===== config.mk =====
export PLATFORM = sky130hd
export DESIGN_NAME = load_store_unit
export DESIGN_NICKNAME = d
export VERILOG_FILES = /design/src/rtl/lsu_pkg.sv /design/src/rtl/lsu_align.sv /design/src/rtl/load_store_unit.sv
export SDC_FILE = /design/constraint.sdc
export NUM_CORES = 1
export LEC_CHECK = 0
export CORE_ASPECT_RATIO = 0.9
export CORE_MARGIN = 2
export CORE_UTILIZATION = 48
export CTS_CLUSTER_SIZE = 14
export DETAILED_ROUTE_END_ITERATION = 16
export GPL_TIMING_DRIVEN = 0
export PLACE_DENSITY_LB_ADDON = 0.05
export SYNTH_ARGS = -nofsm -noshare
export SYNTH_HDL_FRONTEND = slang
export SYNTH_HIERARCHICAL = 1
export SYNTH_SLANG_ARGS = --single-unit
export TNS_END_PERCENT = 10

===== constraint.sdc =====
create_clock -name clk -period 2.12 [get_ports clk]
set_input_delay 0.212 -clock clk [delete_from_list [all_inputs] [get_ports clk]]
set_output_delay 0.212 -clock clk [all_outputs]
set_load 0.005 [all_outputs]

===== src/rtl/lsu_pkg.sv =====
`default_nettype none
// ============================================================================
// Module      : lsu_pkg
// Description : Shared types and constants for the load/store unit.
// Revision    : 1.0 - initial release
// ============================================================================
package lsu_pkg;

    localparam logic [1:0] c_ST_IDLE  = 2'd0;
    localparam logic [1:0] c_ST_READ  = 2'd1;
    localparam logic [1:0] c_ST_WRITE = 2'd2;
    localparam logic [1:0] c_ST_RESP  = 2'd3;

    typedef enum logic [1:0] {
        ST_IDLE  = c_ST_IDLE,
        ST_READ  = c_ST_READ,
        ST_WRITE = c_ST_WRITE,
        ST_RESP  = c_ST_RESP
    } lsu_state_t;

    localparam logic [2:0] c_LB  = 3'b000;
    localparam logic [2:0] c_LH  = 3'b001;
    localparam logic [2:0] c_LW  = 3'b010;
    localparam logic [2:0] c_LD  = 3'b011;
    localparam logic [2:0] c_LBU = 3'b100;
    localparam logic [2:0] c_LHU = 3'b101;
    localparam logic [2:0] c_LWU = 3'b110;

    localparam logic [2:0] c_SB  = 3'b000;
    localparam logic [2:0] c_SH  = 3'b001;
    localparam logic [2:0] c_SW  = 3'b010;
    localparam logic [2:0] c_SD  = 3'b011;

    // funct3[1:0] encodes log2 of the access size for both loads and stores
    function automatic logic is_misaligned(input logic [2:0] f3, input logic [2:0] off);
        case (f3[1:0])
            2'b00:   is_misaligned = 1'b0;
            2'b01:   is_misaligned = off[0];
            2'b10:   is_misaligned = |off[1:0];
            default: is_misaligned = |off;
        endcase
    endfunction

endpackage
`default_nettype wire


===== src/rtl/lsu_align.sv =====
`default_nettype none
// ============================================================================
// Module      : lsu_align
// Description : Load extract/extend and store byte-merge datapath.
// Revision    : 1.0 - initial release
// ============================================================================
module lsu_align
    import lsu_pkg::*;
(
    input  logic [2:0]  i_funct3,
    input  logic [2:0]  i_offset,
    input  logic [63:0] i_read_data,
    input  logic [63:0] i_store_data,
    output logic [63:0] o_load_result,
    output logic [63:0] o_merge_result
);

    logic [5:0]  w_shamt;
    logic [63:0] w_shifted;
    logic [63:0] w_mask;
    logic [63:0] w_lane_mask;

    assign w_shamt   = {i_offset, 3'b000};
    assign w_shifted = i_read_data >> w_shamt;

    always_comb begin
        o_load_result = w_shifted;
        case (i_funct3)
            c_LB:    o_load_result = {{56{w_shifted[7]}},  w_shifted[7:0]};
            c_LH:    o_load_result = {{48{w_shifted[15]}}, w_shifted[15:0]};
            c_LW:    o_load_result = {{32{w_shifted[31]}}, w_shifted[31:0]};
            c_LBU:   o_load_result = {56'd0, w_shifted[7:0]};
            c_LHU:   o_load_result = {48'd0, w_shifted[15:0]};
            c_LWU:   o_load_result = {32'd0, w_shifted[31:0]};
            default: o_load_result = w_shifted;
        endcase
    end

    always_comb begin
        w_mask = '1;
        case (i_funct3[1:0])
            2'b00:   w_mask = 64'h0000_0000_0000_00FF;
            2'b01:   w_mask = 64'h0000_0000_0000_FFFF;
            2'b10:   w_mask = 64'h0000_0000_FFFF_FFFF;
            default: w_mask = 64'hFFFF_FFFF_FFFF_FFFF;
        endcase
    end

    assign w_lane_mask    = w_mask << w_shamt;
    assign o_merge_result = (i_read_data & ~w_lane_mask) | ((i_store_data & w_mask) << w_shamt);

endmodule
`default_nettype wire


===== src/rtl/load_store_unit.sv =====
`default_nettype none
// ============================================================================
// Module      : load_store_unit
// Description : Memory-stage FSM driving a 64-bit aligned data memory port.
// Revision    : 1.0 - initial release
// ============================================================================
module load_store_unit
    import lsu_pkg::*;
#(
    parameter int unsigned MEM_BYTES = 64
) (
    input  logic        clk,
    input  logic        reset,
    input  logic        req_valid,
    output logic        req_ready,
    input  logic        req_load,
    input  logic        req_store,
    input  logic [2:0]  funct3,
    input  logic [63:0] addr,
    input  logic [63:0] store_data,
    output logic        resp_valid,
    output logic [63:0] load_data,
    output logic        fault,
    output logic [63:0] address,
    output logic [63:0] write_data,
    output logic        memoryread,
    output logic        memorywrite,
    input  logic [63:0] read_data
);

    lsu_state_t  r_state;
    logic [2:0]  r_funct3;
    logic [2:0]  r_offset;
    logic [63:0] r_addr;
    logic [63:0] r_buf;
    logic [63:0] r_load_data;
    logic        r_is_load;
    logic        r_fault;

    logic        w_is_load;
    logic        w_is_store;
    logic        w_fault;
    logic [63:0] w_load_result;
    logic [63:0] w_merge_result;

    assign w_is_load  = req_load & ~req_store;
    assign w_is_store = req_store & ~req_load;
    assign w_fault    = (req_load == req_store)
                     || (addr >= 64'(MEM_BYTES))
                     || (w_is_store && funct3[2])
                     || (w_is_load && funct3 == 3'b111)
                     || is_misaligned(funct3, addr[2:0]);

    lsu_align u_align (
        .i_funct3       (r_funct3),
        .i_offset       (r_offset),
        .i_read_data    (read_data),
        .i_store_data   (r_buf),
        .o_load_result  (w_load_result),
        .o_merge_result (w_merge_result)
    );

    always_ff @(posedge clk) begin
        if (reset) begin
            r_state     <= ST_IDLE;
            r_funct3    <= '0;
            r_offset    <= '0;
            r_addr      <= '0;
            r_buf       <= '0;
            r_load_data <= '0;
            r_is_load   <= 1'b0;
            r_fault     <= 1'b0;
        end else begin
            case (r_state)
                ST_IDLE: begin
                    if (req_valid) begin
                        r_funct3  <= funct3;
                        r_offset  <= addr[2:0];
                        r_addr    <= {addr[63:3], 3'b000};
                        r_buf     <= store_data;
                        r_is_load <= w_is_load;
                        r_fault   <= w_fault;
                        if (w_fault) begin
                            r_load_data <= '0;
                            r_state     <= ST_RESP;
                        end else if (w_is_load || funct3[1:0] != 2'b11) begin
                            r_state <= ST_READ;
                        end else begin
                            r_state <= ST_WRITE;
                        end
                    end
                end
                // sub-doubleword stores read the word first so the merge keeps neighbours
                ST_READ: begin
                    if (r_is_load) begin
                        r_load_data <= w_load_result;
                        r_state     <= ST_RESP;
                    end else begin
                        r_buf   <= w_merge_result;
                        r_state <= ST_WRITE;
                    end
                end
                ST_WRITE: begin
                    r_load_data <= '0;
                    r_state     <= ST_RESP;
                end
                ST_RESP:  r_state <= ST_IDLE;
                default:  r_state <= ST_IDLE;
            endcase
        end
    end

    assign req_ready   = (r_state == ST_IDLE) & ~reset;
    assign resp_valid  = (r_state == ST_RESP);
    assign fault       = r_fault;
    assign memoryread  = (r_state == ST_READ);
    assign memorywrite = (r_state == ST_WRITE) & ~reset;
    assign address     = r_addr;
    assign write_data  = r_buf;
    assign load_data   = r_load_data;

endmodule
`default_nettype wire


==> results of run 1 <==
synthesized netlist by cell type (all sizes together), types with 2 or more instances:
cell type	count	share of area
a211o	4	0.0027
a211oi	66	0.038
a21o	2	0.0012
a21oi	88	0.034
a221oi	16	0.011
a22o	19	0.013
a22oi	36	0.021
a32oi	14	0.0094
and2	3	0.0014
buf	63	0.036
clkbuf	95	0.027
dfxtp	199	0.31
ha	7	0.0067
inv	17	0.0049
mux2	39	0.034
mux2i	200	0.15
mux4	15	0.026
nand2	258	0.074
nand2b	65	0.031
nand3	27	0.010
nand3b	65	0.037
nand4	36	0.017
nor2	97	0.028
nor2b	7	0.0034
nor3	16	0.0069
nor4	15	0.0086
o2111ai	2	0.0013
o211ai	3	0.0017
o21a	3	0.0017
o21ai	82	0.031
o221ai	9	0.0060
o22ai	3	0.0014
o2bb2ai	6	0.0040
per-stage QoR:
stage | hold slack [ns] | std cells | cell area, sq um | power, mW
global placement | 0.441 | 2338 | 17400 | 17.4
CTS | 0.264 | 2385 | 18700 | 21.8
global route | 0.139 | 2394 | 19300 | 23.6
floorplan | 0.348 | 1592 | 13000 | 12.3
detailed placement | 0.447 | 2338 | 17400 | 17.7
finish | 0.125 | 2396 | 19300 | 22.9
final cells by class:
type / instances / area share
inverters: 18 / 0.00377
repair buffers: 417 / 0.218
clock buffers: 17 / 0.0221
plain buffers: 157 / 0.0629
multi-input cells: 1217 / 0.454
flip-flops and latches: 199 / 0.207
diodes: 2 / 0.000260
clock inverters: 15 / 0.00896
well taps: 354 / 0.0230
placed cells by master, fill, tap and decap left out, types with 7 or more instances in the layout:
| cell type | instances |
|---|---|
| a221oi_1 | 8 |
| o21ai_0 | 32 |
| mux2i_2 | 10 |
| o21ai_2 | 27 |
| clkdlybuf4s50_1 | 389 |
| o221ai_2 | 7 |
| clkbuf_1 | 46 |
| a21oi_2 | 8 |
| clkbuf_16 | 19 |
| nand3_1 | 26 |
| mux2_2 | 39 |
| a21oi_1 | 80 |
| a221oi_2 | 7 |
| nand2_1 | 258 |
| a22oi_2 | 9 |
| a22oi_1 | 27 |
| clkbuf_4 | 12 |
| dfxtp_1 | 196 |
| mux2i_1 | 187 |
| nand3b_1 | 65 |
| clkbuf_2 | 26 |
| buf_2 | 12 |
| buf_12 | 19 |
| nand2b_1 | 65 |
| o21ai_1 | 20 |
| buf_6 | 16 |
| a32oi_1 | 11 |
| a211oi_1 | 61 |
| nor3_1 | 11 |
| buf_4 | 37 |
| nor4_1 | 11 |
| nand4_1 | 36 |
| inv_1 | 16 |
| a22o_1 | 17 |
| nor2_1 | 90 |
| mux4_2 | 15 |
worst reg2reg max path, delay by kind of cell, from the launching register on:
kind	cells	cell delay, ns
AOI/OAI and AO/OA	5	0.91
buffers and inverters	3	0.62
DFF	1	0.32
muxes	1	0.23
power groups by stage:
stage / combinational [mW] / clock, mW / sequential [mW]
after floorplan: 6.61 / 0 / 5.73
final: 13.2 / 3.36 / 6.33
after CTS: 12.3 / 3.35 / 6.22
after detailed placement: 11.4 / 0 / 6.25
after global placement: 11.2 / 0 / 6.24
after global routing: 13.7 / 3.51 / 6.38
cells by family (layout without fill, tap and decap cells):
| family | count (synthesis) | count (layout) | share of synthesized area |
|---|---|---|---|
| multiplexers | 254 | 254 | 0.213 |
| AND/OR/NAND/NOR | 592 | 592 | 0.221 |
| adder cells (fa/ha/maj) | 7 | 7 | 0.00672 |
| other | 1 | 5 | 0.000288 |
| AO/OA/AOI/OAI | 361 | 361 | 0.185 |
| flip-flops | 199 | 199 | 0.305 |
| buffers and inverters | 176 | 624 | 0.0690 |
state kept, by name, summed over array words and instances, names as in the netlist:
register / count
r_is_load: 1
r_offset: 3
r_state: 2
write_data: 64
load_data: 64
fault: 1
address: 61
r_funct3: 3
layer usage:
layer | vias up | GRT usage
met5 | - | 0
met4 | 0 | 0.182
met3 | 250 | 0.116
met2 | 1176 | 0.680
met1 | 7371 | 0.560
li1 | 6644 | -
timing repair:
item / in CTS / in global routing
buffers inserted: 14 / 8
resized for setup: 221 / 126
setup endpoints to repair: 130 / 148
gates cloned: 1 / 2
pin swaps: 20 / 22
path summary, 6_finish.rpt:
path | startpoint | to | slack, ns
worst max-delay path | r_funct3[1] | write_data[61] | -0.09
worst min-delay path | addr[20] | address[20] | 0.13
worst max register to register | r_funct3[1] | write_data[61] | -0.09
worst min register to register | address[8] | address[8] | 0.46
==> run summary, run 1 <==
Max-Cap Viols = 0
Pin count of the biggest net entering global routing = 22
Synth Register Bits = 199
Delay-heaviest family, CP = compound AO/OA/AOI/OAI gates
Critical path's largest stage delay = 0.32 ns
Iter 0 DRT Violations = 1824
Synth unique cells = 55
Antenna violations before repair = 3
Clock power share = 0.147
Most common cell on crit path = clkbuf_4
Vias post-DR = 15400
Vias/cell = 6.44
DR top layer = met4
Slowest-stage cell, CP = dfxtp_1
Placer Congestion = 1.03
Share of synthesized flip-flops with an asynchronous set or reset = 0
IO Pins = 397
CTS tree = yes
Levels on crit path = 9
Global-route wire length before repair = 91.8 mm
Die Y = 160 um
Seq/Total Area, Yosys = 0.305
Mapped Area = 13000 sq um
Root buf cell = clkbuf_16
M1 wire length = 24.8 mm
PwrDens = 1190 nW/um^2
Number of flops mapped to enable cells by yosys = 0
Layout Skew = 0.0174 ns
Sw frac = 0.448
Wire length per cell = 26.9 um
# rows = 57
Filler Cell Count = 2064
Critical Path RT = 2.44 ns
CTS H-tree lvls = 4
Nets = 2234
Dpl ws = -0.930 ns
Area delta synth->final = 47.7%
Layout Utilization = 0.716
CTS Sinks = 199
Worst path bufs/invs = 3
Status = complete, but fails checks
Post-synth top flop = dfxtp_1
Final min period = 2.21 ns
Period utilisation layout = 1.04
Comb power frac = 0.577
Total iterations of the first detailed-routing run = 8
Worst slew pin tran = 0.921 ns
Mean post-synth cell area = 8.20 sq um
WS Path Type = flip-flop to flip-flop
Max Slew Vio Count = 0
Reg2reg path depth = 9
Num CTS Buffers = 17
Worst Setup End Kind = flip-flop
Hold Buf Count CTS = 0
P_leak = 7.12 nW
Total global-route track usage = 0.433
Fin. Hold Viols = 0
Worst min-delay path class = input pin to flip-flop
Crit start category = flip-flop
Area of the multi-input gates = 8750 sq um
Max Freq = 452 MHz
Synthesized instance count = 1590
Switching power = 10.3 mW
Port Buffers = 392
Worst Hold Depth = 3
Vias in the first global route = 14600
Worst-path maximum fanout = 10
Max VDD drop = 0.868 mV
RSZ-0062 raised after global routing = true
Reg power frac = 0.277
Post-route setup slack = -0.0922 ns
Clock transition at the registers of the reported paths = 0.08 ns
Crit path DAT = 2.53 ns
Failing checks = setup timing
Met3 WL = 7.95 mm
Pint = 12.6 mW
Die area = 28500 sq um
Worst-path cell chain = clkbuf_4 -> clkbuf_4 -> o21ai_0 -> o21ai_2 -> buf_4 -> a21oi_2 -> o21ai_1 -> mux2i_1 -> a211oi_1
Count of final setup violators = 27
TNS Setup = -1.02 ns
Hpwl dp = 50.4 mm
Clk_lat worst skew = 0.46 ns
Final ANT Viol Nets = 0
Met2 Wirelength = 28.4 mm
Core box area = 26900 sq um
Clock buffer depth = 2
Final WL = 64.5 mm
Gr ovfl total = 0
Initial Util = 0.485
Die W = 178 um
Seq. cell area = 3990 sq um
Slew HR = 0.386
Syn. warnings = 6
DRC errors left = 0
Fraction of layout cells with a size suffix above 1 = 0.164
Power figures use the tool's default switching activity.
==> inputs of run 2 (changes only) <==
--- a/config.mk
+++ b/config.mk
@@ -5,7 +5,7 @@
 export SDC_FILE = /design/constraint.sdc
 export NUM_CORES = 1
 export LEC_CHECK = 0
-export CORE_ASPECT_RATIO = 0.9
+export CORE_ASPECT_RATIO = 1.5
 export CORE_MARGIN = 2
 export CORE_UTILIZATION = 48
 export CTS_CLUSTER_SIZE = 14
==> run 2 against run 1 <==
Count of clock-buffer cells in the layout increased by 1. Combinational power increased by 5%. Die area about the same. Clock power increased by 6%. Cell area increased by 2.7%. Largest power group unchanged. Power increased by 3.6%. Critical path depth decreased by 2. The flow still finishes with violations (setup timing). Hold slack got worse by 0.040 ns.
==> run summary, run 2 (synthesized netlist as in run 1, its figures left out) <==
Port Buffers = 392 (unchanged)
Hold Buf Count CTS = 0 (unchanged)
Worst reg2reg startpoint = r_offset[0]
Die area = 28500 sq um (about the same)
CTS Sinks = 199 (unchanged)
Clk_lat worst skew = 0.47 ns (about the same)
Filler Cell Count = 1919 (-7.0%)
WS Path Type = flip-flop to flip-flop
Period utilisation layout = 1.06 (+0.0202)
Fin. Hold Viols = 0 (unchanged)
Vias/cell = 6.57 (+2.0%)
Wire length per cell = 28.7 um (+6.5%)
Critical path's largest stage delay = 0.87 ns (+0.55 ns)
Core box area = 26600 sq um (-1.1%)
PwrDens = 1200 nW/um^2 (+0.88%)
Status = complete, but fails checks
Tot Pwr = 23.7 mW (+3.6%)
Worst-path cell chain = buf_12 -> mux2i_4 -> nor2_1 -> o21ai_0 -> nand3_2 -> nand3b_1 -> mux2i_1
Clock transition at the registers of the reported paths = 0.08 ns (about the same)
IO Pins = 397 (unchanged)
Total iterations of the first detailed-routing run = 6 (-2)
P_leak = 7.33 nW (+3.0%)
Gr ovfl total = 0 (unchanged)
Slew HR = 0.259 (-0.127)
Total global-route track usage = 0.453 (+0.0199)
RSZ-0062 raised after global routing = true
Critical Path RT = 2.48 ns (+0.04 ns)
Clock buffer depth = 2 (unchanged)
Iter 0 DRT Violations = 1981 (+8.6%)
Commonest non-fill, non-tap cell in the layout = clkdlybuf4s50_1
Fraction of layout cells with a size suffix above 1 = 0.190 (+0.0262)
Final ANT Viol Nets = 0 (unchanged)
Worst-path maximum fanout = 6 (-4)
Num CTS Buffers = 17 (unchanged)
Hpwl dp = 52.3 mm (+3.8%)
HP Start = addr[16]
Fin area = 19800 sq um (+2.7%)
Area delta synth->final = 51.6%
Placed cell area = 17400 sq um (-0.12%)
Vias in the first global route = 15600 (+6.6%)
Slowest-stage cell, CP = o21ai_0
Final std cells w/o fill = 2396 (unchanged)
Worst slew pin tran = 1.10 ns (+0.179 ns)
Final WL = 68.7 mm (+6.5%)
CTS tree = yes
Placer Congestion = 1.04 (+1.8%)
Count of final setup violators = 56 (+110%)
CP Launch Point = r_offset[0]
Hold slack = 0.0848 ns (-0.0404 ns)
Failing checks = setup timing
Die W = 139 um (-22%)
Worst Setup End Kind = flip-flop
Crit path DAT = 2.61 ns (+0.08 ns)
DRC errors left = 0 (unchanged)
Antenna violations before repair = 0 (-3)
Root buf cell = clkbuf_16
Max VDD drop = 1.07 mV (+23%)
Vias post-DR = 15700 (+2.0%)
Layout Skew = 0.0109 ns (-0.00644 ns)
Nets = 2253 (+0.85%)
Leading cell types in the layout, fill and taps excluded = clkdlybuf4s50_1 (386), nand2_1 (256), dfxtp_1 (193)
Global-route wire length before repair = 96.5 mm (+5.1%)
Worst min-delay path class = input pin to flip-flop
Max-Cap Viols = 0 (unchanged)
Final min period = 2.26 ns (+0.0429 ns)
N_diodes = 0 (-2)
CTS H-tree lvls = 4 (unchanged)
Initial Util = 0.491 (+0.00562)
Max Freq = 443 MHz (-1.9%)
Post-route setup slack = -0.135 ns (-0.0429 ns)
# rows = 73 (+28%)
DP Cell Count = 2321 (-0.73%)
Crit start category = flip-flop
Max Slew Vio Count = 0 (unchanged)
Die Y = 206 um (+28%)
Pin count of the biggest net entering global routing = 19 (-14%)
[run 2: changes by cell type in the layout (fill, tap and decap cells not counted), moves of 5 or more]
cell,previous run,this run
a22oi_1,27,22
a22oi_2,9,14
buf_4,37,44
clkbuf_16,19,25
clkbuf_4,12,21
mux2i_1,187,171
mux2i_2,10,15
mux2i_4,3,14
nand3_1,26,21
nand3_2,1,6
o21ai_0,32,26
o21ai_1,20,29
[run 2: stage by stage]
step | setup slack [ns] | utilization | TNS [ns]
2_1_floorplan | 0.168 | - | 0
3_3_place_gp | -0.890 | 0.654 | -83.11
3_5_place_dp | -0.866 | 0.654 | -89.08
4_1_cts | -0.0875 | 0.705 | -0.470
5_1_grt | -0.159 | 0.744 | -4.30
6_report | -0.135 | 0.744 | -1.86
[run 2: power by group]
group | internal [mW] | switching, mW
clock network | 1.92 | 1.63
logic | 6.55 | 7.27
registers | 4.82 | 1.50
total | 13.3 | 10.4
[run 2: critical path, delay by kind of cell, from the launching register on]
kind,cells,cell delay [ns]
compound gates,1,0.87
flops,1,0.40
simple gates,3,0.39
mux,2,0.35
buf+inv,1,0.15
[run 2: final timing paths]
kind                            slack, ns             to  depth (start not counted)
worst min-delay path                 0.08    address[16]                          3
worst min register to register       0.46    address[16]                          2
worst max register to register      -0.14  load_data[31]                          7
worst max-delay path                -0.14  load_data[31]                          7
[run 2: per-layer routing]
metal	track usage	part of all wire	vias up
li1	-	-	6677
met1	0.438	0.32	7486
met2	0.782	0.48	1170
met3	0.125	0.097	413
met4	0.419	0.11	0
met5	0	0	-
[run 2: area by class of cell]
type	instances	area [sq um]	share of cell area
Clock buffer	18	439	0.0222
Multi-Input combinational cell	1217	9010	0.456
Inverter	18	72.6	0.00367
Sequential cell	199	4000	0.202
Tap cell	337	422	0.0213
Clock inverter	14	185	0.00937
Buffer	158	1230	0.0621
Timing Repair Buffer	435	4410	0.223
[run 2: timing repair]
action / 4_1_cts / 5_1_grt
gates resized for setup: 216 / 214
pin swaps: 22 / 35
buffers inserted: 16 / 16
gates cloned: 1 / 10
setup endpoints to repair: 146 / 166
==> inputs of run 3 (changes only) <==
--- a/config.mk
+++ b/config.mk
@@ -12,6 +12,7 @@
 export DETAILED_ROUTE_END_ITERATION = 16
 export GPL_TIMING_DRIVEN = 0
 export PLACE_DENSITY_LB_ADDON = 0.05
+export SETUP_SLACK_MARGIN = 0.15
 export SYNTH_ARGS = -nofsm -noshare
 export SYNTH_HDL_FRONTEND = slang
 export SYNTH_HIERARCHICAL = 1
==> run 3 against run 2 <==
Critical endpoint is now load_data[12]. Critical path depth rose by 3. Sequential cell count did not move. Hold slack got worse by 0.051 ns. The run still ends with setup timing left. Power rose by 1.4%. Largest cell class unchanged. Final cell count rose by 0.17%. Cell area rose by 1.5%. Critical path type unchanged.
==> run summary, run 3 (synthesized netlist as in run 1, its figures left out) <==
Vias/cell = 6.57 (about the same)
HP Start = addr[28]
Vias post-DR = 15800 (+0.21%)
Commonest non-fill, non-tap cell in the layout = clkdlybuf4s50_1
DR top layer = met4
Wire length per cell = 28.8 um (+0.34%)
Count of final setup violators = 11 (-80%)
Slowest-stage cell, CP = mux2i_2
R2R Setup Slk = -0.08 ns (+0.06 ns)
Leading cell types in the layout, fill and taps excluded = clkdlybuf4s50_1 (377), nand2_1 (256), dfxtp_1 (194)
Clock buffer depth = 2 (unchanged)
Reg2reg path depth = 10 (+3)
Hpwl dp = 52.3 mm (unchanged)
Worst-path maximum fanout = 10 (+4)
Hold slack = 0.0339 ns (-0.0509 ns)
Clk_lat worst skew = 0.47 ns (about the same)
N_diodes = 0 (unchanged)
Post-route setup slack = -0.0775 ns (+0.0576 ns)
Total global-route track usage = 0.460 (+0.00764)
Final ANT Viol Nets = 0 (unchanged)
Iter 0 DRT Violations = 2067 (+4.3%)
Total iterations of the first detailed-routing run = 6 (unchanged)
Final min period = 2.20 ns (-0.0576 ns)
Worst path bufs/invs = 4 (+3)
CTS H-tree lvls = 4 (unchanged)
Max-Cap Viols = 0 (unchanged)
Tot Pwr = 24.0 mW (+1.4%)
Levels on crit path = 10 (+3)
Clock transition at the registers of the reported paths = 0.08 ns (about the same)
Worst-path cell chain = buf_8 -> buf_12 -> buf_12 -> buf_12 -> mux2i_2 -> mux2i_1 -> mux2i_1 -> o21ai_0 -> nand3b_1 -> mux2i_1
Area delta synth->final = 53.9%
TNS Setup = -0.473 ns (+1.39 ns)
Worst reg2reg startpoint = r_offset[0]
Fraction of layout cells with a size suffix above 1 = 0.194 (+0.00351)
Worst min-delay path class = input pin to flip-flop
Die area = 28500 sq um (unchanged)
M1 wire length = 21.6 mm (-0.42%)
CTS tree = yes
Die Y = 206 um (unchanged)
Max VDD drop = 1.06 mV (-0.56%)
# rows = 73 (unchanged)
Antenna violations before repair = 0 (unchanged)
Max Freq = 455 MHz (+2.6%)
Met3 WL = 6.68 mm (about the same)
Status = complete, but fails checks
Gr ovfl total = 0 (unchanged)
PwrDens = 1200 nW/um^2 (about the same)
Root buf cell = clkbuf_16
P_leak = 7.52 nW (+2.6%)
Crit path DAT = 2.56 ns (-0.05 ns)
Core box area = 26600 sq um (unchanged)
Initial Util = 0.491 (unchanged)
Global-route wire length before repair = 97.7 mm (+1.3%)
CTS Sinks = 199 (unchanged)
Worst slew pin tran = 0.889 ns (-0.211 ns)
Slew HR = 0.405 (+0.146)
Critical path's largest stage delay = 0.48 ns (-0.39 ns)
DRC errors left = 0 (unchanged)
Failing checks = setup timing
Port Buffers = 392 (unchanged)
Fin area = 20100 sq um (+1.5%)
Num CTS Buffers = 17 (unchanged)
Placed cell area = 17400 sq um (unchanged)
Reg-to-reg endpoint = load_data[12]
Max Slew Vio Count = 0 (unchanged)
Nets = 2257 (+0.18%)
Layout Skew = 0.0131 ns (+0.00220 ns)
Vias in the first global route = 15900 (+1.9%)
Hold path endpoint = address[28]
Die W = 139 um (unchanged)
Placer Congestion = 1.04 (unchanged)
Final WL = 69.1 mm (+0.51%)
Worst Setup End Kind = flip-flop
Worst Hold Depth = 3 (unchanged)
IO Pins = 397 (unchanged)
Critical Path RT = 2.48 ns (about the same)
Met2 Wirelength = 32.4 mm (-1.2%)
RSZ-0062 raised after global routing = true
Fin. Hold Viols = 0 (unchanged)
Crit start category = flip-flop
Dpl ws = -0.866 ns (unchanged)
Delay-heaviest family, CP = multiplexers
WS Path Type = flip-flop to flip-flop
Period utilisation layout = 1.04 (-0.0272)
Pin count of the biggest net entering global routing = 19 (unchanged)
==> run 3: final cells by class <==
| cell class | instances | area (sq um) |
|---|---|---|
| plain buffers | 158 | 1340 |
| inverters | 18 | 82.6 |
| multi-input cells | 1217 | 9110 |
| flip-flops and latches | 199 | 4000 |
| fillers | 1866 | 6510 |
| clock buffers | 18 | 439 |
| well taps | 337 | 422 |
| repair buffers | 439 | 4500 |
| clock inverters | 14 | 185 |
==> run 3: worst reg2reg max path: stages, from the launching register on <==
cell and delay (ns):
dfxtp_4 0.37, buf_8 0.13, buf_12 0.15, buf_12 0.15
buf_12 0.18, mux2i_2 0.49, mux2i_1 0.17, mux2i_1 0.16
o21ai_0 0.10, nand3b_1 0.13, mux2i_1 0.08
==> run 3: routing by layer <==
layer,GRT usage,vias to the layer above
met5,0,-
met4,0.457,0
met3,0.128,464
met2,0.786,1250
met1,0.441,7383
li1,-,6682
==> run 3: how the worst max path moves through the flow <==
stage / from / to
CTS: r_offset[0] / write_data[39]
floorplan: r_state[0] / write_data[10]
global placement: r_funct3[0] / write_data[29]
global route: r_offset[0] / write_data[50]
finish: r_offset[0] / load_data[12]
detailed placement: r_funct3[0] / write_data[29]
==> run 3: timing repair <==
item                       CTS  global route
setup buffers               32             6
pin swaps                   38            38
gates cloned                 7             2
setup endpoints to repair  162           201
resized for setup          336           161
hold endpoints to repair     0             0
hold buffers                 0             0
==> run 3: power by group <==
part           switching (mW)  internal [mW]  total, mW
registers                1.49           4.82       6.31
logic                    7.39           6.78       14.2
clock network            1.63           1.92       3.55
total                    10.5           13.5       24.0
==> run 3: per-stage QoR <==
stage	cells	utilization
2_1_floorplan	1592	-
3_3_place_gp	2321	0.654
6_report	2400	0.755
5_1_grt	2400	0.755
4_1_cts	2392	0.732
3_5_place_dp	2321	0.654
